**src/rtl/bpsk_demod.sv**
```systemverilog
// Coherent symbol-synchronous BPSK demodulator: square-wave carrier correlation, sign slicer, MSB-first word packer.
// Optional macro BPSK_DEMOD_SOFT_EN adds the signed correlation output 'soft'.
module bpsk_demod #(
  parameter int SAMPLE_NUMBER = 256,
  parameter int SAMPLE_WIDTH  = 12,
  parameter int DATA_WIDTH    = 12
) (
  input  logic                    clk,
  input  logic                    rst,
  input  logic                    en,
  input  logic                    sync,
  input  logic [SAMPLE_WIDTH-1:0] din,
  input  logic                    din_valid,
  output logic                    bit_out,
  output logic                    bit_valid,
  output logic [DATA_WIDTH-1:0]   data,
  output logic                    data_valid,
  output logic                    busy
`ifdef BPSK_DEMOD_SOFT_EN
  ,
  output logic signed [SAMPLE_WIDTH+$clog2(SAMPLE_NUMBER):0] soft
`endif
);

  localparam int CNT_W = $clog2(SAMPLE_NUMBER);
  localparam int BC_W  = $clog2(DATA_WIDTH);
  localparam int ACC_W = SAMPLE_WIDTH + 1 + CNT_W;

  localparam logic [SAMPLE_WIDTH:0] MID_C    = {2'b01, {(SAMPLE_WIDTH-1){1'b0}}};
  localparam logic [CNT_W-1:0]      CNT_ONE  = {{(CNT_W-1){1'b0}}, 1'b1};
  localparam logic [CNT_W-1:0]      CNT_LAST = {CNT_W{1'b1}};
  localparam logic [BC_W-1:0]       BC_ONE   = {{(BC_W-1){1'b0}}, 1'b1};
  localparam logic [BC_W-1:0]       BC_LAST  = BC_W'(DATA_WIDTH-1);

  typedef enum logic [0:0] {
    S_IDLE = 1'b0,
    S_RUN  = 1'b1
  } state_t;

  state_t                   state_r;
  state_t                   state_s;
  logic [CNT_W-1:0]         sample_cnt_r;
  logic [BC_W-1:0]          bit_cnt_r;
  logic signed [ACC_W-1:0]  acc_r;
  logic [DATA_WIDTH-1:0]    shift_r;
  logic                     bit_out_r;
  logic                     bit_valid_r;
  logic [DATA_WIDTH-1:0]    data_r;
  logic                     data_valid_r;

  logic                     accept_s;
  logic signed [SAMPLE_WIDTH:0] c_s;
  logic signed [ACC_W-1:0]  c_ext_s;
  logic signed [ACC_W-1:0]  term_s;
  logic signed [ACC_W-1:0]  acc_sum_s;
  logic                     last_s;
  logic                     word_end_s;
  logic                     bit_dec_s;
  logic [DATA_WIDTH-1:0]    word_s;

  assign accept_s   = en & din_valid;
  assign c_s        = $signed({1'b0, din}) - $signed(MID_C);
  assign c_ext_s    = {{CNT_W{c_s[SAMPLE_WIDTH]}}, c_s};
  // Negate after widening so that -(-midscale) is representable.
  assign term_s     = sample_cnt_r[CNT_W-1] ? -c_ext_s : c_ext_s;
  assign acc_sum_s  = acc_r + term_s;
  assign last_s     = (sample_cnt_r == CNT_LAST);
  assign word_end_s = (bit_cnt_r == BC_LAST);
  assign bit_dec_s  = ~acc_sum_s[ACC_W-1] & (acc_sum_s != {ACC_W{1'b0}});
  assign word_s     = {shift_r[DATA_WIDTH-2:0], bit_dec_s};

  // FSM state register.
  always_ff @(posedge clk or negedge rst) begin
    if (!rst) begin
      state_r <= S_IDLE;
    end else begin
      state_r <= state_s;
    end
  end

  // FSM next-state decode.
  always_comb begin
    state_s = state_r;
    case (state_r)
      S_IDLE: begin
        if (accept_s) state_s = S_RUN;
        else          state_s = S_IDLE;
      end
      S_RUN: begin
        if (!en) state_s = S_IDLE;
        else     state_s = S_RUN;
      end
      default: state_s = S_IDLE;
    endcase
  end

  // Correlator, slicer and word packer; a sync-coincident sample becomes index 0.
  always_ff @(posedge clk or negedge rst) begin
    if (!rst) begin
      sample_cnt_r <= {CNT_W{1'b0}};
      bit_cnt_r    <= {BC_W{1'b0}};
      acc_r        <= {ACC_W{1'b0}};
      shift_r      <= {DATA_WIDTH{1'b0}};
      bit_out_r    <= 1'b0;
      bit_valid_r  <= 1'b0;
      data_r       <= {DATA_WIDTH{1'b0}};
      data_valid_r <= 1'b0;
    end else begin
      bit_valid_r  <= 1'b0;
      data_valid_r <= 1'b0;
      if (sync) begin
        bit_cnt_r <= {BC_W{1'b0}};
        shift_r   <= {DATA_WIDTH{1'b0}};
        if (accept_s) begin
          acc_r        <= c_ext_s;
          sample_cnt_r <= CNT_ONE;
        end else begin
          acc_r        <= {ACC_W{1'b0}};
          sample_cnt_r <= {CNT_W{1'b0}};
        end
      end else if (accept_s) begin
        sample_cnt_r <= sample_cnt_r + CNT_ONE;
        if (last_s) begin
          acc_r       <= {ACC_W{1'b0}};
          bit_out_r   <= bit_dec_s;
          bit_valid_r <= 1'b1;
          shift_r     <= word_s;
          if (word_end_s) begin
            bit_cnt_r    <= {BC_W{1'b0}};
            data_r       <= word_s;
            data_valid_r <= 1'b1;
          end else begin
            bit_cnt_r <= bit_cnt_r + BC_ONE;
          end
        end else begin
          acc_r <= acc_sum_s;
        end
      end
    end
  end

`ifdef BPSK_DEMOD_SOFT_EN
  logic signed [ACC_W-1:0] soft_r;

  // Soft value captured alongside the hard decision.
  always_ff @(posedge clk or negedge rst) begin
    if (!rst) begin
      soft_r <= {ACC_W{1'b0}};
    end else if (!sync && accept_s && last_s) begin
      soft_r <= acc_sum_s;
    end
  end

  assign soft = soft_r;
`else
  // Hard-decision build: the final correlation only feeds the slicer.
`endif

  assign bit_out    = bit_out_r;
  assign bit_valid  = bit_valid_r;
  assign data       = data_r;
  assign data_valid = data_valid_r;
  assign busy       = (state_r == S_RUN);

endmodule

```
**config.mk**
```make
export PLATFORM = sky130hd
export DESIGN_NAME = bpsk_demod
export DESIGN_NICKNAME = d
export VERILOG_FILES = /design/src/rtl/bpsk_demod.sv
export SDC_FILE = /design/constraint.sdc
export NUM_CORES = 1
export LEC_CHECK = 0
export ABC_AREA = 1
export CORE_MARGIN = 2
export CORE_UTILIZATION = 45
export CTS_BUF_LIST = sky130_fd_sc_hd__clkbuf_8
export DETAILED_ROUTE_END_ITERATION = 7
export DONT_BUFFER_PORTS = 1
export MAX_ROUTING_LAYER = met4
export PLACE_DENSITY = 0.72
export SYNTH_ARGS = -nofsm -noshare
export SYNTH_HDL_FRONTEND = slang
export SYNTH_SLANG_ARGS = --single-unit
```
**constraint.sdc**
```tcl
create_clock -name clk -period 3.6 [get_ports clk]
set_clock_uncertainty 0.1 [all_clocks]
set_input_delay 0.54 -clock clk [delete_from_list [all_inputs] [get_ports clk]]
set_output_delay 0.54 -clock clk [all_outputs]
set_load 0.02 [all_outputs]
```
* Word-level counts from Yosys, hierarchy flattened
Index checks and enable logic that the tools add are counted. W data, S select, Z words.
Operators by class: mux-type cells 25, equal/unequal tests 2, reduce and logical (&&, ||, !) cells 6, add/sub/neg operators 5, bitwise logic cells 5
Operator list (number):
- $mux W21 | 5
- $mux W11 | 3
- $add A21 B21 Y21 | 1
- $neg A13 Y21 | 1
- $reduce_bool A21 Y1 | 1
- $mux W4 | 4
- $mux W8 | 2
- $sub A12 B12 Y13 const B | 1
- $mux W1 | 10
- $add A8 B1 Y8 const B | 1
- $eq A8 B8 Y1 const B | 1
- $add A4 B1 Y4 const B | 1
- $eq A4 B4 Y1 const B | 1
- $reduce_and A4 Y1 | 1
- $reduce_bool A2 Y1 | 2
- $not A1 Y1 | 3
- $reduce_and A3 Y1 | 1
- $and A1 B1 Y1 | 2
- $pmux W1 S2 | 1
- $reduce_and A2 Y1 | 1
Word-level totals: output and inout bits 16, register bits after elaboration 60, input bits 17

* Logic depth before layout (Yosys ltp)
depth in word-level cells 9, gate-level depth with buffers 22, gate-level depth less buffers 22

* Least setup slack after synthesis
OpenSTA, ideal clock, no wires.
path type in2reg, from in din[0], to reg data_r[0], in the netlist data[0], cell stages on the path 20, required time 3.383 ns, arrival time 2.820 ns, setup slack 0.563 ns, path through nor3_1 -> nand3_1 -> nor2_1 -> nand2_1 -> nor2_2 -> a21oi_1 -> a31o_2 -> ha_1 -> nand2_1 -> inv_1 -> nand2_1 -> nand2_1 -> a21oi_1 -> nand2_2 -> a21oi_1 -> inv_1 -> nand2_2 -> nand2_2 -> nand3_1 -> nand2_1
On the way: longest elaborated chain between the ends 6
Ends and longest elaborated chain:
- from (decl) | RTL line 12 | input logic [SAMPLE_WIDTH-1:0] din,
- $sub A12 B12 Y13 (*) | RTL line 62 | assign c_s = $signed({1'b0, din}) - $signed(MID_C);
- $neg A13 Y21 | RTL line 65 | assign term_s = sample_cnt_r[CNT_W-1] ? -c_ext_s : c_ext_s;
- $mux W21 (*) | RTL line 65
- $add A21 B21 Y21 (*) | RTL line 66 | assign acc_sum_s = acc_r + term_s;
- $reduce_bool A21 Y1 / $not A1 Y1 (equally long branches) | RTL line 69 | assign bit_dec_s = ~acc_sum_s[ACC_W-1] & (acc_sum_s != {ACC_W{1'b0}});
- $and A1 B1 Y1 (*) | RTL line 69
- to (signal assigned) | RTL line 106 | data_r <= {DATA_WIDTH{1'b0}};
- to (signal assigned) | RTL line 130 | data_r <= word_s;
- to (decl) | RTL line 48 | logic [DATA_WIDTH-1:0] data_r;
Mark *: on every way between the ends. The rest lies on a longest branch, timed or not. A chain may end at the register's enable or synchronous reset.

* Final worst setup path
from reg sample_cnt_r[7], to reg data_r[0], in the netlist data[0]
On the way: longest elaborated chain between the ends 4
Ends and longest elaborated chain:
- from (decl) | RTL line 42 | logic [CNT_W-1:0] sample_cnt_r;
- from (signal assigned) | RTL line 100 | sample_cnt_r <= {CNT_W{1'b0}};
- from (signal assigned) | RTL line 119 | sample_cnt_r <= {CNT_W{1'b0}};
- from (signal assigned) | RTL line 122 | sample_cnt_r <= sample_cnt_r + CNT_ONE;
- $mux W21 | RTL line 65
- $add A21 B21 Y21 | RTL line 66
- $reduce_bool A21 Y1 / $not A1 Y1 (equally long branches) | RTL line 69
- $and A1 B1 Y1 | RTL line 69
Several ways; a longest one is shown, not always the timed one.

==> results.sh <==
export IMPL_dp_cells=728
export IMPL_layout_nets=653
export IMPL_post_synth_instance_area_um2=4330
export IMPL_wirelength_um=10500
export IMPL_yosysTopAreaCell="dfrtp_1"
export IMPL_final_hold_viol_count=0
export IMPL_die_area_um2=10400
export IMPL_worstHoldPathType="primary input to register"
export IMPL_std_cell_rows=35
export IMPL_multiInputGateArea_um2=2410
export IMPL_run_status="complete, no violations"
export IMPL_timing_hold_worst_path_depth=1
export IMPL_io_buffer_count=0
export IMPL_cts_max_level=3
export IMPL_numCtsBuffers=9
export IMPL_place_gp_congestion=0.950
export IMPL_worst_hold_slack_ns=0.159
export IMPL_drt_first_iter_violations=316
export IMPL_clk_path_buf_depth=2
export IMPL_async_reset_ff_share_pct=100
export IMPL_synth_edf_count=0
export IMPL_max_vdd_ir_drop_v=0.000305
export IMPL_fp_coreArea_um2=9280
export IMPL_final_min_clock_period_ns=3.27
export IMPL_overflow=0
export IMPL_setup_viol_count_final=0
export IMPL_timing_max_slew_rel_slack_pct=34.5
export IMPL_grt_pass1_vias=3783
export IMPL_firstDrtPassIters=5
export IMPL_postSynthAreaPerCell_um2=7.13
export IMPL_floorplan_die_height_um=102
export IMPL_grt_start_max_net_pins=61
export IMPL_cts_post_setup_buffers_inserted=0
export IMPL_final_antenna_net_count=0
export IMPL_worst_r2r_startpoint="sample_cnt_r[7]"
export IMPL_number_of_clock_sinks=60
export IMPL_avgViaCountPerCell=5.21
export IMPL_hp_start="sync"
export IMPL_detailed_place_hpwl_um=8020
export IMPL_floorplan_io_pins=33
export IMPL_grtUsageTotal_pct=22.6
export IMPL_finalSetupTns_ns=0
export IMPL_sw_frac_of_total_pct=40.4
export IMPL_report_final_slew_viol_count=0
export IMPL_tightestPinTransition_ns=0.983
export IMPL_grt_antenna_before_repair=0
export IMPL_maxCapViolCount=0
export IMPL_netlist_cell_type_count=42
export IMPL_synth_fp_nets=648
export IMPL_worst_r2r_path_depth=17
export IMPL_clk_transition_reported_paths_ns=0.08
export IMPL_area_growth_synth_to_final_pct=8.70
export IMPL_regArea_um2=1500
export IMPL_clock_root_buffer="clkbuf_8"
export IMPL_post_synth_inst_count=607
export IMPL_worstPathArrival_ns=3.41
export IMPL_total_switching_power_uw=995
export IMPL_initial_utilization_pct=46.6
export IMPL_synth_warnings=0
export IMPL_die_width_um=102
export IMPL_grt_pass1_wl_um=18000
export IMPL_cts_tree="done"
export IMPL_layout_worst_path_cycle_share_pct=90.8
export IMPL_synth_top_area_share_pct=34.7
export IMPL_n_antenna_cell=0
export IMPL_synth_sequential_area_ratio_pct=34.7
export IMPL_timing_critical_path_fanout_max=9
export IMPL_ys_ff_latch=60
export IMPL_ys_flop_type="dfrtp_1"
export IMPL_layout_cells_non_filler=746
export IMPL_netlist_top_cells_area="dfrtp_1 (35%), nand2_1 (14%), inv_1 (6.8%), ha_1 (6.6%), a21oi_1 (6.0%)"
export IMPL_power_density_cell_area_nw_per_um2=524
export IMPL_hold_end="sample_cnt_r[3]"
export IMPL_seq_power_share_pct=32.4
export IMPL_clock_network_fraction_of_total_power_pct=28.0
export IMPL_critPathCaptureType="register"
export IMPL_post_route_cells_drive_above_1_share_pct=13.0
export IMPL_critical_path_class="register to register"
export IMPL_detail_route_wl_per_cell_um=14.1
export IMPL_reg2reg_to="data[0]"
export IMPL_r2r_slack_ns=0.33
export IMPL_p_int_uw=1470
export IMPL_worstSetupStartpointType="register"
export IMPL_final_fill_count=911
export IMPL_maxClockFrequency_mhz=306
export IMPL_drc=0
export IMPL_power_leakage_uw=0.00235
export IMPL_worstPathRequired_ns=3.75
export IMPL_clock_network_latency_to_the_later_pin_of_the_worst_skew_pair_ns=0.34
export IMPL_rsz0062_at_grt="false"
export IMPL_power_share_combinational_pct=39.7
export IMPL_route_vias_total=3887
==> synth_stat cells (2+ instances only) <==
library cell / n
nand4_1: 6
buf_4: 4
nand3_1: 34
nor2_4: 4
inv_2: 14
nand3_2: 6
dfrtp_1: 60
a22oi_1: 3
a22o_1: 2
or2_2: 2
nor3_2: 3
o21ai_1: 11
a21oi_1: 52
nand2_2: 15
xnor2_1: 4
nand3b_1: 2
o22ai_1: 11
inv_1: 78
a21oi_2: 2
clkbuf_1: 3
ha_1: 23
nand2_1: 159
o21ai_0: 13
nor2_2: 8
nor2_1: 53
xor2_1: 9
buf_2: 3
nor3_1: 9
==> placed cells by master (no fill, tap or decap), types with 3 or more instances in the layout <==
| master | netlist | final |
|---|---|---|
| o21ai_0 | 13 | 13 |
| nand3_1 | 34 | 34 |
| nor3_2 | 3 | 3 |
| dfrtp_1 | 60 | 60 |
| xor2_1 | 9 | 9 |
| ha_1 | 23 | 23 |
| inv_1 | 78 | 78 |
| xnor2_1 | 4 | 4 |
| nor3_1 | 9 | 9 |
| nor2_4 | 4 | 4 |
| clkbuf_8 | 0 | 9 |
| a21oi_1 | 52 | 52 |
| nand2_2 | 15 | 15 |
| nand3_2 | 6 | 6 |
| o22ai_1 | 11 | 11 |
| nor2_1 | 53 | 53 |
| inv_2 | 14 | 14 |
| nand2_1 | 159 | 159 |
| buf_4 | 4 | 3 |
| a22oi_1 | 3 | 3 |
| nor2_2 | 8 | 8 |
| nand4_1 | 6 | 6 |
| o21ai_1 | 11 | 11 |
==> flip-flops by register name (all words and copies together) (netlist names) <==
name / flops
acc_r: 21
bit_cnt_r: 4
bit_out: 1
bit_valid: 1
busy: 1
data: 12
data_valid: 1
sample_cnt_r: 8
shift_r: 11
==> kinds of logic after synthesis <==
kind of cell,Yosys count,synth area share [%]
buffers and inverters,104,9.68
flip-flops,60,34.7
AO/OA/AOI/OAI,100,12.8
adder cells (fa/ha/maj),24,7.11
XOR/XNOR,15,3.90
AND/OR/NAND/NOR,304,31.8
==> worst max-delay path, stage by stage (launching register included) <==
cell and delay [ns]:
dfrtp_1 0.65, inv_4 0.12, nor2_1 0.25, a21oi_1 0.14, a31o_2 0.23, ha_1 0.37, nand2_1 0.09, nor2_1 0.25
and2_1 0.19, nand2_2 0.06, nand2_2 0.07, nand2_2 0.05, nand2_1 0.09, nand3_1 0.10, nor2_1 0.12, nand3_2 0.13
nand3_1 0.10, nand2_1 0.05
==> cell type report <==
class	instances	share of cell area, %
Clock buffer	9	2.63
Clock inverter	7	2.10
Sequential cell	60	31.9
Timing Repair Buffer	5	1.28
Tap cell	129	3.43
Multi-Input combinational cell	443	51.2
Inverter	93	7.47
==> power by group through the flow <==
stage / Sequential [uW] / Combinational (uW) / Clock (uW)
6_report: 798 / 978 / 689
5_1_grt: 805 / 1100 / 723
4_1_cts: 796 / 968 / 699
3_5_place_dp: 809 / 943 / 0
3_3_place_gp: 806 / 929 / 0
2_1_floorplan: 795 / 755 / 0
==> worst max path at each step <==
stage              end  cells after the start  slack (ns)             from
5_1_grt        data[0]                     20        0.09           din[0]
4_1_cts        data[0]                     17        0.36  sample_cnt_r[7]
2_1_floorplan  data[0]                     20        0.56           din[0]
3_3_place_gp   data[0]                     20        0.10           din[0]
3_5_place_dp   data[0]                     20       0.006           din[0]
6_report       data[0]                     17        0.33  sample_cnt_r[7]
==> per-layer routing <==
| metal | global-route usage, % | share of wire, % |
|---|---|---|
| met1 | 29.8 | 45 |
| met2 | 36.5 | 48 |
| met3 | 3.01 | 5.6 |
| met4 | 6.97 | 1.7 |
| met5 | - | 0 |
==> repair_timing <==
action,4_1_cts,5_1_grt
hold buffers,2,0
endpoints found under the setup margin,0,0
resized for setup,0,0
hold endpoints to repair,60,0
==> metrics by stage <==
stage | util (%) | power (uW) | setup slack, ns | area (um^2)
after global routing | 50.7 | 2630 | 0.0888 | 4710
after CTS | 50.7 | 2460 | 0.355 | 4710
final | 50.7 | 2460 | 0.332 | 4710
after detailed placement | 47.9 | 1750 | 0.00556 | 4450
after global placement | 47.9 | 1740 | 0.105 | 4450
after floorplan | - | 1550 | 0.563 | 4330
Power figures use the tool's default switching activity.
